$ cat config.mk
export PLATFORM = sky130hd
export DESIGN_NAME = bram_bus_bridge
export DESIGN_NICKNAME = d
export VERILOG_FILES = /design/src/rtl/bram_bus_bridge_pkg.sv /design/src/rtl/bram_window_decode.sv /design/src/rtl/bram_bus_bridge.sv
export SDC_FILE = /design/constraint.sdc
export NUM_CORES = 1
export LEC_CHECK = 0
export CAP_MARGIN = 0
export CELL_PAD_IN_SITES_DETAIL_PLACEMENT = 1
export CELL_PAD_IN_SITES_GLOBAL_PLACEMENT = 1
export CORE_MARGIN = 2
export CORE_UTILIZATION = 22
export DETAILED_ROUTE_END_ITERATION = 7
export GPL_TIMING_DRIVEN = 0
export HOLD_SLACK_MARGIN = 0.02
export PLACE_DENSITY_LB_ADDON = 0.1
export SLEW_MARGIN = 20
export SYNTH_ARGS = -nofsm -noshare
export SYNTH_HDL_FRONTEND = slang
export SYNTH_SLANG_ARGS = --single-unit
$ cat constraint.sdc
create_clock -name clk -period 2 [get_ports clk]
set_clock_uncertainty 0.15 [all_clocks]
set_input_delay 0.4 -clock clk [delete_from_list [all_inputs] [get_ports clk]]
set_output_delay 0.4 -clock clk [all_outputs]
set_load 0.02 [all_outputs]
$ cat src/rtl/bram_bus_bridge_pkg.sv
// bram_bus_bridge_pkg
//   Shared definitions for the block-RAM bus bridge and the memory-window
//   decoder: FSM state encoding, bytes per RAM word and the address-window
//   mask helper.
package bram_bus_bridge_pkg;

  // 2-bit state encoding; RD_WAIT2 is only reachable in the output-register build.
  typedef enum logic [1:0] {
    ST_IDLE     = 2'd0,
    ST_RD_WAIT  = 2'd1,
    ST_RD_WAIT2 = 2'd2,
    ST_DONE     = 2'd3
  } state_t;

  localparam int unsigned WORD_BYTES = 4;

  // Mask selecting the address bits above a window of WORD_BYTES << width bytes.
  // When the window spans the whole 32-bit space the shift wraps to 0 and the
  // mask becomes 0, which makes every address a hit.
  function automatic logic [31:0] window_mask(input int unsigned width);
    logic [31:0] win_bytes;
    win_bytes = 32'(WORD_BYTES) << width;
    return ~(win_bytes - 32'd1);
  endfunction

endpackage

$ cat src/rtl/bram_window_decode.sv
// bram_window_decode
//   Combinational address-window decoder for memory-mapped slaves.
//   Ports:
//     addr_i      in  32     byte address
//     hit_o       out 1      address lies inside [BASE_ADDR, BASE_ADDR + 4<<WIDTH)
//     word_addr_o out WIDTH  word index inside the window (addr_i[WIDTH+1:2])
//   The two byte-offset bits never affect the hit decision.
module bram_window_decode
  import bram_bus_bridge_pkg::*;
#(
  parameter int unsigned WIDTH     = 8,
  parameter logic [31:0] BASE_ADDR = 32'h0000_0000
) (
  input  logic [31:0]      addr_i,
  output logic             hit_o,
  output logic [WIDTH-1:0] word_addr_o
);

  assign hit_o       = ((addr_i & window_mask(WIDTH)) == BASE_ADDR);
  assign word_addr_o = addr_i[WIDTH+1:2];

endmodule

$ cat src/rtl/bram_bus_bridge.sv
// bram_bus_bridge
//   Adapts the core's native valid/ready memory bus to a single-port block RAM
//   (32-bit words, per-byte write mask, registered read). Out-of-window
//   accesses complete with mem_fault and are logged in a sticky fault register.
//
//   Handshake: the master raises mem_valid with stable mem_addr/mem_wdata/
//   mem_wstrb and holds them until it sees mem_ready. The bridge accepts only
//   in IDLE, and mem_ready is a single-cycle pulse in DONE; mem_rdata and
//   mem_fault are meaningful only while mem_ready is high. A request still
//   held during DONE is accepted in the following IDLE cycle.
//
//   Ports:
//     clk, resetn             clock, synchronous active-low reset
//     mem_valid/mem_ready     request / one-cycle completion
//     mem_addr/wdata/wstrb    byte address, write data, strobes (0 = read)
//     mem_rdata, mem_fault    response data, out-of-window flag
//     bram_addr/wdata/wmask   RAM word address, write data, byte enables
//     bram_rdata              RAM read data
//     fault_addr/pending      sticky first-fault address and flag
//     fault_clr               clears the sticky fault register (wins over a new miss)
//     dbg_state               current FSM state
//
//   Build option: define BRAM_BUS_BRIDGE_OUTREG_EN for RAMs with an extra
//   output register (adds RD_WAIT2, read latency 3).
module bram_bus_bridge
  import bram_bus_bridge_pkg::*;
#(
  parameter int unsigned WIDTH     = 8,
  parameter logic [31:0] BASE_ADDR = 32'h0000_0000
) (
  input  logic             clk,
  input  logic             resetn,
  input  logic             mem_valid,
  output logic             mem_ready,
  input  logic [31:0]      mem_addr,
  input  logic [31:0]      mem_wdata,
  input  logic [3:0]       mem_wstrb,
  output logic [31:0]      mem_rdata,
  output logic             mem_fault,
  output logic [WIDTH-1:0] bram_addr,
  output logic [31:0]      bram_wdata,
  output logic [3:0]       bram_wmask,
  input  logic [31:0]      bram_rdata,
  output logic [31:0]      fault_addr,
  output logic             fault_pending,
  input  logic             fault_clr,
  output state_t           dbg_state
);

  state_t           state_q, state_d;
  logic [WIDTH-1:0] addr_q, addr_d;
  logic [31:0]      rdata_q, rdata_d;
  logic             miss_q, miss_d;
  logic             fpend_q, fpend_d;
  logic [31:0]      faddr_q, faddr_d;

  logic             hit;
  logic [WIDTH-1:0] word_addr;
  logic             accept;

  bram_window_decode #(
    .WIDTH     (WIDTH),
    .BASE_ADDR (BASE_ADDR)
  ) u_decode (
    .addr_i      (mem_addr),
    .hit_o       (hit),
    .word_addr_o (word_addr)
  );

  assign accept = (state_q == ST_IDLE) && mem_valid;

  always_ff @(posedge clk) begin
    if (!resetn) begin
      state_q <= ST_IDLE;
      addr_q  <= '0;
      rdata_q <= '0;
      miss_q  <= 1'b0;
      fpend_q <= 1'b0;
      faddr_q <= '0;
    end else begin
      state_q <= state_d;
      addr_q  <= addr_d;
      rdata_q <= rdata_d;
      miss_q  <= miss_d;
      fpend_q <= fpend_d;
      faddr_q <= faddr_d;
    end
  end

  always_comb begin
    state_d = state_q;
    addr_d  = addr_q;
    rdata_d = rdata_q;
    miss_d  = miss_q;
    case (state_q)
      ST_IDLE: begin
        if (mem_valid) begin
          addr_d  = word_addr;
          rdata_d = '0;          // writes and misses return zero data
          miss_d  = !hit;
          state_d = (hit && (mem_wstrb == 4'd0)) ? ST_RD_WAIT : ST_DONE;
        end
      end
      ST_RD_WAIT: begin
`ifdef BRAM_BUS_BRIDGE_OUTREG_EN
        state_d = ST_RD_WAIT2;
`else
        rdata_d = bram_rdata;
        state_d = ST_DONE;
`endif
      end
      ST_RD_WAIT2: begin
`ifdef BRAM_BUS_BRIDGE_OUTREG_EN
        rdata_d = bram_rdata;
        state_d = ST_DONE;
`else
        state_d = ST_IDLE;
`endif
      end
      ST_DONE: state_d = ST_IDLE;
      default: state_d = ST_IDLE;
    endcase
  end

  // Sticky fault log: only the first unserviced miss is kept; a clear in the
  // same cycle as a new miss drops that miss.
  always_comb begin
    fpend_d = fpend_q;
    faddr_d = faddr_q;
    if (fault_clr) begin
      fpend_d = 1'b0;
      faddr_d = '0;
    end else if (accept && !hit && !fpend_q) begin
      fpend_d = 1'b1;
      faddr_d = mem_addr;
    end
  end

  // The RAM has no enable, so the mask must be nonzero only in the accept cycle
  // and is forced low during reset.
  assign bram_wmask = (resetn && accept && hit) ? mem_wstrb : 4'd0;
  assign bram_addr  = (state_q == ST_IDLE) ? word_addr : addr_q;
  assign bram_wdata = mem_wdata;

  assign mem_ready     = (state_q == ST_DONE);
  assign mem_fault     = (state_q == ST_DONE) && miss_q;
  assign mem_rdata     = rdata_q;
  assign fault_pending = fpend_q;
  assign fault_addr    = faddr_q;
  assign dbg_state     = state_q;

endmodule

# ---- Yosys cells after proc, flatten, opt, wreduce, memory -nomap -nowiden
# Index checks and enable logic that the tools add are counted.
dict set report word_totals {
  regBits 76
  in_bits 104
  output_inout_bits 113
  wordCells 35
}
dict set report classes {
  n_eq_ne 4
  muxes 7
  bitwise_logic 1
  n_reduce_logical 17
}
# op n
set op_table {}
lappend op_table {{case mux 32 bit (2 select lines)} 1}
lappend op_table {{logical NOT 32 bit} 1}
lappend op_table {{two-way mux 32 bit} 1}
lappend op_table {{two-way mux 8 bit} 1}
lappend op_table {{logical AND 1 bit} 7}
lappend op_table {{case mux 2 bit (3 select lines)} 1}
lappend op_table {{== test 2 bit, second input constant} 2}
lappend op_table {{logical NOT 4 bit} 1}
lappend op_table {{two-way mux 2 bit} 2}
lappend op_table {{two-way mux 4 bit} 1}
lappend op_table {{AND reduction 2 bit} 2}
lappend op_table {{OR reduction 2 bit} 2}
lappend op_table {{== test 2 x 1 -> 1 bit, second input constant} 1}
lappend op_table {{logical NOT 1 bit} 2}
lappend op_table {{logical NOT 2 bit} 1}
lappend op_table {{!= test 2 bit, second input constant} 1}
lappend op_table {{nonzero test 2 bit} 1}
lappend op_table {{inverter 1 bit} 1}

# ---- Longest topological paths before layout
# Gate-level depths: netlist of the first run.
dict set report logic_depth {
  ltp_word 5
  ltp_mapped 6
  ltp_nobuf 4
}

# ---- Hierarchy
# Synthesis of the first run repeated with hierarchy kept, for this count alone.
dict set report hier_totals {
  cells_unflattened 363
  hier_area_um2 3597.2
}
# module instances cells_each area_per_inst_um2 seq_area_each_um2
set by_module_without_submodules {}
lappend by_module_without_submodules {bram_bus_bridge 1 348 3485.8 1521.5}
lappend by_module_without_submodules {bram_window_decode 1 15 111.4 0.0}

# ---- Least setup slack after synthesis of the first run
# No wires, ideal clock.
dict set report synth_path {
  kind {input to output}
  startpoint {in mem_addr[13]}
  endpoint {out bram_wmask[0]}
  arrival_ns 1.588
  required_time_ns 1.450
  path_slack_ns -0.138
  cell_stages 4
  cell_sequence {or4_4 -> nor2_4 -> and2_1 -> and4_1}
}
dict set report synth_via {
  elab_chain_cells 3
}
# element line_no
set synth_lines {}
lappend synth_lines {{from (decl)} bram_bus_bridge.sv:35} ;# input logic [31:0] mem_addr,
lappend synth_lines {{logical NOT 32 bit} bram_window_decode.sv:19} ;# assign hit_o = ((addr_i & window_mask(WIDTH)) == BASE_ADDR);
lappend synth_lines {{logical AND 1 bit} bram_bus_bridge.sv:141} ;# assign bram_wmask = (resetn && accept && hit) ? mem_wstrb : 4'd0;
lappend synth_lines {{two-way mux 4 bit} bram_bus_bridge.sv:141}
lappend synth_lines {{to (decl)} bram_bus_bridge.sv:42} ;# output logic [3:0] bram_wmask,
# Every way passes these cells.

# ---- Worst setup path in the final report of the first run
dict set report layout_path {
  startpoint {in mem_addr[31]}
  endpoint {out bram_wmask[2]}
}
# The elaborated chain is that of the path after synthesis.

==> results of run 1 <==
-- logic make-up (layout without fill, tap and decap cells) --
family / after synthesis / count (layout)
AOI/OAI and AO/OA: 46 / 46
buffers and inverters: 55 / 268
DFF: 76 / 76
muxes: 40 / 40
and+or+nand+nor: 136 / 137
-- cell type report --
type | count | area, µm² | share of cell area [%]
buffer | 54 | 378 | 6.53
tap | 184 | 230 | 3.98
multi-input combinational | 223 | 1430 | 24.7
clock buffer | 16 | 302 | 5.21
timing repair buffer | 197 | 1920 | 33.1
sequential | 76 | 1530 | 26.4
inverter | 1 | 3.75 | 0.0648
-- sequential cells by signal, summed over array words and instances, names as in the netlist --
register / flops
addr_q: 8
dbg_state: 2
fault_addr: 32
fault_pending: 1
mem_rdata: 32
miss_q: 1
-- worst max path at each step --
stage                 start             to  slack [ns]  cells past startpoint
2_1_floorplan  mem_addr[31]  bram_wmask[0]       -0.05                      4
3_3_place_gp   mem_addr[31]  bram_wmask[2]       -1.16                      6
3_5_place_dp   mem_addr[31]  bram_wmask[2]       -1.17                      6
4_1_cts        mem_addr[30]  bram_wmask[0]       -0.25                      6
5_1_grt        mem_addr[31]  bram_wmask[2]       -0.29                      6
6_report       mem_addr[31]  bram_wmask[2]       -0.24                      6
-- worst max-delay path, stage by stage --
cell    delay, ns
buf_6        0.09
or4_4        0.55
nor2_4       0.13
and2_4       0.19
and4_4       0.21
buf_6        0.12
-- metrics by stage --
stage / TNS, ns / power, mW / cell area (µm²) / hold WS (ns)
4_1_cts: -1.31 / 4.22 / 5720 / 0.150
2_1_floorplan: -0.205 / 2.09 / 3250 / 0.284
3_3_place_gp: -30.47 / 2.53 / 5320 / 0.290
5_1_grt: -1.40 / 4.37 / 5790 / 0.160
6_report: -1.03 / 4.18 / 5790 / 0.164
3_5_place_dp: -32.02 / 2.54 / 5320 / 0.299
-- cell usage after synthesis (2+ instances only) --
| library cell | n | area (µm²) |
|---|---|---|
| mux2_2 | 8 | 90.1 |
| clkbuf_1 | 15 | 56.3 |
| buf_8 | 3 | 45.0 |
| mux2i_1 | 32 | 320 |
| a22oi_1 | 32 | 240 |
| dfxtp_1 | 76 | 1520 |
| nand2_1 | 80 | 300 |
| nor4_1 | 3 | 18.8 |
| or4_4 | 2 | 22.5 |
| nor2_1 | 37 | 139 |
| buf_2 | 3 | 15.0 |
| buf_4 | 32 | 240 |
| and4_1 | 4 | 35.0 |
| a21oi_1 | 9 | 45.0 |
| and2_1 | 3 | 18.8 |
-- timing repair --
item / CTS / global route
gates resized for setup: 140 / 39
setup endpoints to repair: 76 / 44
gates cloned: 1 / 0
pin swaps: 11 / 10
setup buffers: 9 / 4
-- power by group --
part / switching [mW] / internal, mW
Clock: 0.620 / 1.01
Combinational: 0.434 / 0.489
Sequential: 0.0440 / 1.58
Total: 1.10 / 3.08
-- placed cells by master (no fill, tap or decap), types with 10 or more instances in the layout --
cell	Yosys	routed
dfxtp_1	76	74
buf_2	3	10
a22oi_1	32	32
nand2_1	80	80
mux2i_1	32	32
nor2_1	37	37
clkdlybuf4s50_1	0	146
buf_6	0	20
buf_4	32	40
clkbuf_1	15	12
-- metal layers --
layer  part of all wire (%)  GRT usage (%)  vias to the layer above
li1                       -              -                     1586
met1                     42           16.5                     1511
met2                     50           25.5                      119
met3                    6.8           4.07                       14
met4                    2.0           6.14                        0
met5                      0              0                        -
==> impl_results.md, run 1 <==
* Pleak at around 2.3 nW
* Worst reg2reg endpoint: fault_addr[3]
* Reg2reg start: dbg_state[0]
* Pwr/cell area at between 700 and 800 mW/mm²
* Final hold violations at 0
* Num CTS Buffers at 9
* Layout area overhead at 78.9%
* Initial antenna violation count at 0
* HP Start: mem_addr[20]
* Ys flop type: dfxtp_1
* Failing checks: negative setup slack
* Placed cell count at approximately 700
* Final slew viol count at 0
* Number of max-cap violations at 0
* Largest family of logic cells by synthesized area: simple AND/OR/NAND/NOR gates
* Wire length per cell at ~15 µm
* Crit start category: primary input
* Mean Syn Cell Area at 9.17 µm²
* Core area at 0.0145 mm²
* Status: complete, but fails checks
* Final net count at about 670
* RSZ-0062 raised after global routing: true
* Compound-cell area share of the yosys netlist at 10.4%
* Post-synth EDFFs at 0
* Pre-CTS setup slack at -1.17 ns
* Post-synthesis sequential area ratio at between 40% and 50%
* Req. time, crit path at approximately 1.5 ns
* Hold depth at 3
* Yosys cell types at 29
* First-pass GRT wire length at about 18000 µm
* DIE AREA at 0.0157 mm²
* Mux contribution to synthesized area at between 10% and 20%
* Simple-gate share of the synthesized area at a little under a fifth
* Global route overflow at 0
* Placer Congestion at between 0.7 and 0.8
* Hold path endpoint: fault_addr[20]
* Worst Slack Setup Final at -0.244 ns
* Drt drc at 0
* F_max at roughly 450 MHz
* Post-synth net total at around 460
* Vias at approximately 3200
* Slew @ Worst Pin at 0.497 ns
* # rows at between 40 and 50
* Clock sinks at 76
* Max clock buf depth at 2
* Hpwl dp at 8760 µm
* Non-filler instance count after layout at 751
* ANT nets after route at 0
* Async SR Flop Fraction at 0%
* Largest net degree at the start of global routing at 12
* Post-synthesis instance total at roughly 350
* Vias in the first global route at between 3000 and 4000
* Core Util, Final at around 40%
* CTS tree: yes
* Layout cell share with drive strength beyond 1 at around 22%
* Synth Area in Adders at 0%
* CP Class: primary input to output port
* Final count of negative-setup-slack endpoints at 6
* Critical path endpoint category: output port
* Total track usage at ~15%
* Antenna diode count at 0
* Die W at ~130 µm
* YS warnings at 0
* Worst-Skew Late Latency at between 0.3 and 0.4 ns
* Reg2reg setup slack at roughly 0.15 ns
* Hold_buf cts at 0
* H-Tree Level Count at 3
* Final WL at around 12000 µm
* Critical Path AT at approximately 1.7 ns
* Number of synthesized register bits at 76
* Root Driver: clkbuf_16
* First drt pass iteration count at 4
* # fillers at 1670
* Clk slew on worst S/H paths at approximately 0.060 ns
* Die Y at 125 µm
* IO Port Bufs at ~180
* IO Pins at roughly 220
* DR vias/cell at about 4.3
* Hold Path Class: primary input to flip-flop
* Initial Util at 22.4%
* Fin crit period at around 2.2 ns
* Maximum fanout along the worst path at 6
* Reg2Reg Depth at 6
* Max_slew headroom at between 60% and 70%
* DRT iter0 DRCs at 73
* Tcrit/Tclk final at 112%
* Mapped cell area at 0.00324 mm²
* Worst VDD drop at approximately 0.28 mV
* Xor-xnor portion of the synthesized cell area at 0%
Note: power is estimated with default switching activity, not from simulation.
==> inputs of run 2 (changes only) <==
- CTS_CLUSTER_DIAMETER: not set -> 150
- PLACE_DENSITY: not set -> 0.73
- PLACE_DENSITY_LB_ADDON: 0.1 -> not set
==> run 2 against run 1 <==
  * The flow still finishes with violations (negative setup slack)
  * Maximum frequency is essentially flat
  * Register-to-register slack is essentially flat
  * Worst setup slack gained 0.0021 ns
  * Critical path depth is the same
  * Wire length grew 3.0%
  * Sequential cell count is the same
  * Combinational power grew 2%
  * Highest routed layer unchanged
==> impl_results.md, run 2 (same netlist as run 1, synthesis figures left out) <==
* Status: complete, but fails checks
* Failing checks: negative setup slack
* Final hold violations at 0 (unchanged)
* CP Class: primary input to output port
* # rows at 44 (unchanged)
* Clock network power share at 39.4% (+0.3 points)
* Non-filler instance count after layout at 754 (+0.40%)
* CP max-delay cell: or4_4
* Reg2reg setup slack at 0.15 ns (about the same)
* Final net count at 669 (+0.45%)
* Layout area overhead at 79.7%
* Critical path depth in cells at 6 (unchanged)
* Initial Util at 22.4% (unchanged)
* Net switching power at 1.18 mW (+7.8%)
* Initial antenna violation count at 0 (unchanged)
* GR Util met3 at 5.82% (+1.8 points)
* Pleak at 2.30 nW (-0.40%)
* CP dominant cell by count: buf_6
* Clk slew on worst S/H paths at 0.06 ns (about the same)
* DR vias/cell at 4.41 (+2.4%)
* Die W at 125 µm (unchanged)
* Drt drc at 0 (unchanged)
* Tcrit/Tclk final at 112% (about the same)
* WP buf/inv at 2 (unchanged)
* Final slew viol count at 0 (unchanged)
* DIE AREA at 0.0157 mm² (unchanged)
* Hold_buf cts at 0 (unchanged)
* Met1 Usage GRT at 15.8% (-0.70 points)
* Met2 GRT Util at 27.6% (+2.0 points)
* RSZ-0062 raised after global routing: true
* Critical Path AT at 1.69 ns (about the same)
* Worst Slack Setup Final at -0.242 ns (+0.00206 ns)
* Setup TNS Final at -1.12 ns (-0.0889 ns)
* Final WL at 11900 µm (+3.0%)
* Largest net degree at the start of global routing at 15 (+3)
* Crit start category: primary input
* Global route overflow at 0 (unchanged)
* Worst reg2reg endpoint: fault_addr[14]
* First drt pass iteration count at 3 (-1)
* Gate power share at 22.2% (about the same)
* IO Port Bufs at 184 (unchanged)
* Slew @ Worst Pin at 0.511 ns (+0.0142 ns)
* Die Y at 125 µm (unchanged)
* Reg2Reg Depth at 7 (+1)
* Root Driver: clkbuf_16
* Crit-path leading delay family: simple AND/OR/NAND/NOR gates
* DRT iter0 DRCs at 50 (-32%)
* Core area at 0.0145 mm² (unchanged)
* GR peak layer: met2
* Hold Path Class: primary input to flip-flop
* CTS tree: yes
* First-pass GRT wire length at 18600 µm (+3.1%)
* Layout cell share with drive strength beyond 1 at 22.6% (+0.23 points)
* Crit-path cells: buf_6 -> or4_4 -> nor2_4 -> and2_4 -> and4_4 -> buf_6
* Max_slew headroom at 65.9% (-0.95 points)
* Slowest stage delay, CP at 0.54 ns (about the same)
* Placed cell count at 721 (unchanged)
* Critical path endpoint category: output port
* Req. time, crit path at 1.45 ns (about the same)
* Commonest non-fill, non-tap cell in the layout: clkdlybuf4s50_1
* IO Pins at 217 (unchanged)
* Worst VDD drop at 0.387 mV (+38%)
* Total track usage at 14.9% (+0.41 points)
* Pwr/cell area at 728 mW/mm² (+0.83%)
* Vias in the first global route at 3566 (+3.4%)
* H-Tree Level Count at 3 (unchanged)
* Reg2reg start: dbg_state[0]
* F_max at 446 MHz (about the same)
* Num CTS Buffers at 9 (unchanged)
* Final count of negative-setup-slack endpoints at 9 (+3)
* Clock sinks at 76 (unchanged)
* HP Start: mem_addr[30]
* Hpwl dp at 9170 µm (+4.6%)
* Maximum fanout along the worst path at 6 (unchanged)
* Vias at 3322 (+2.8%)
* Antenna diode count at 0 (unchanged)
* Number of max-cap violations at 0 (unchanged)
* Switch share at 28.0% (+1.7 points)
* Int Power at 3.05 mW (-0.99%)
* ANT nets after route at 0 (unchanged)
* Worst Setup EP: bram_wmask[3]
* Fin crit period at 2.24 ns (-0.00206 ns)
* CP startpoint: mem_addr[20]
* Worst-Skew Late Latency at 0.34 ns (about the same)
* Flop pwr share at 38.3% (-0.5 points)
* Placer Congestion at 0.744 (-1.7%)
* Wire length per cell at 15.8 µm (+2.6%)
* Most frequent cells in the layout: clkdlybuf4s50_1, nand2_1, dfxtp_1, buf_4, nor2_1
* Core Util, Final at 40.2% (+0.19 points)
* Max clock buf depth at 2 (unchanged)
==> run 2: cell count changes in the layout (fill, tap and decap cells not counted), sizes merged <==
cell	change
buf	+2
bufinv	+1
clkbuf	-10
clkdlybuf4s15	+2
clkinv	+3
clkinvlp	+2
dlygate4sd2	+4
dlymetal6s2s	-2
inv	+1
==> run 2: worst min-delay path by stage <==
stage	end	slack (ns)	cells after the start
floorplan	addr_q[0]	0.28	2
global placement	addr_q[7]	0.29	2
detailed placement	addr_q[3]	0.30	2
CTS	fault_addr[30]	0.14	3
global route	fault_addr[30]	0.16	3
finish	fault_addr[30]	0.16	3
==> run 2: stage by stage <==
stage	hold slack (ns)	setup WS [ns]	total power [mW]	cell area [µm²]
3_3_place_gp	0.291	-1.17	2.52	5320
6_report	0.156	-0.242	4.23	5820
2_1_floorplan	0.284	-0.0512	2.09	3250
5_1_grt	0.156	-0.279	4.42	5820
3_5_place_dp	0.298	-1.17	2.54	5320
4_1_cts	0.138	-0.251	4.26	5730
==> run 2: worst reg2reg max path, stage by stage, from the launching register on <==
cell and delay, ns:
dfxtp_4 0.39, nor2_4 0.16, buf_4 0.15, nand2_4 0.11
a211oi_4 0.22, buf_4 0.18, buf_8 0.17, mux2i_1 0.23
==> run 2: what timing repair did <==
item | in CTS | in global routing
cloned | 1 | 0
pin swaps | 12 | 9
endpoints found under the hold margin | 0 | 0
resized for setup | 145 | 30
endpoints found under the setup margin | 50 | 42
buffers inserted | 11 | 6
==> run 2: power groups by stage <==
stage          clock, mW  combinational [mW]  sequential [mW]
5_1_grt             1.79                1.00             1.63
2_1_floorplan          0               0.375             1.71
3_3_place_gp           0               0.867             1.65
3_5_place_dp           0               0.886             1.66
6_report            1.67               0.940             1.62
4_1_cts             1.72               0.915             1.62
==> run 2: cell type report <==
cell class              count  area (µm²)
well taps                 184         230
clock buffers               9         225
fillers                  1655        8660
flip-flops and latches     76        1530
clock inverters             7        76.3
plain buffers              54         380
multi-input cells         223        1440
inverters                   1        3.75
repair buffers            200        1940
==> run 2: per-layer routing <==
metal	wire length [µm]	vias up
li1	-	1591
met1	4650	1600
met2	6270	120
met3	900	11
met4	127	0
met5	0	-
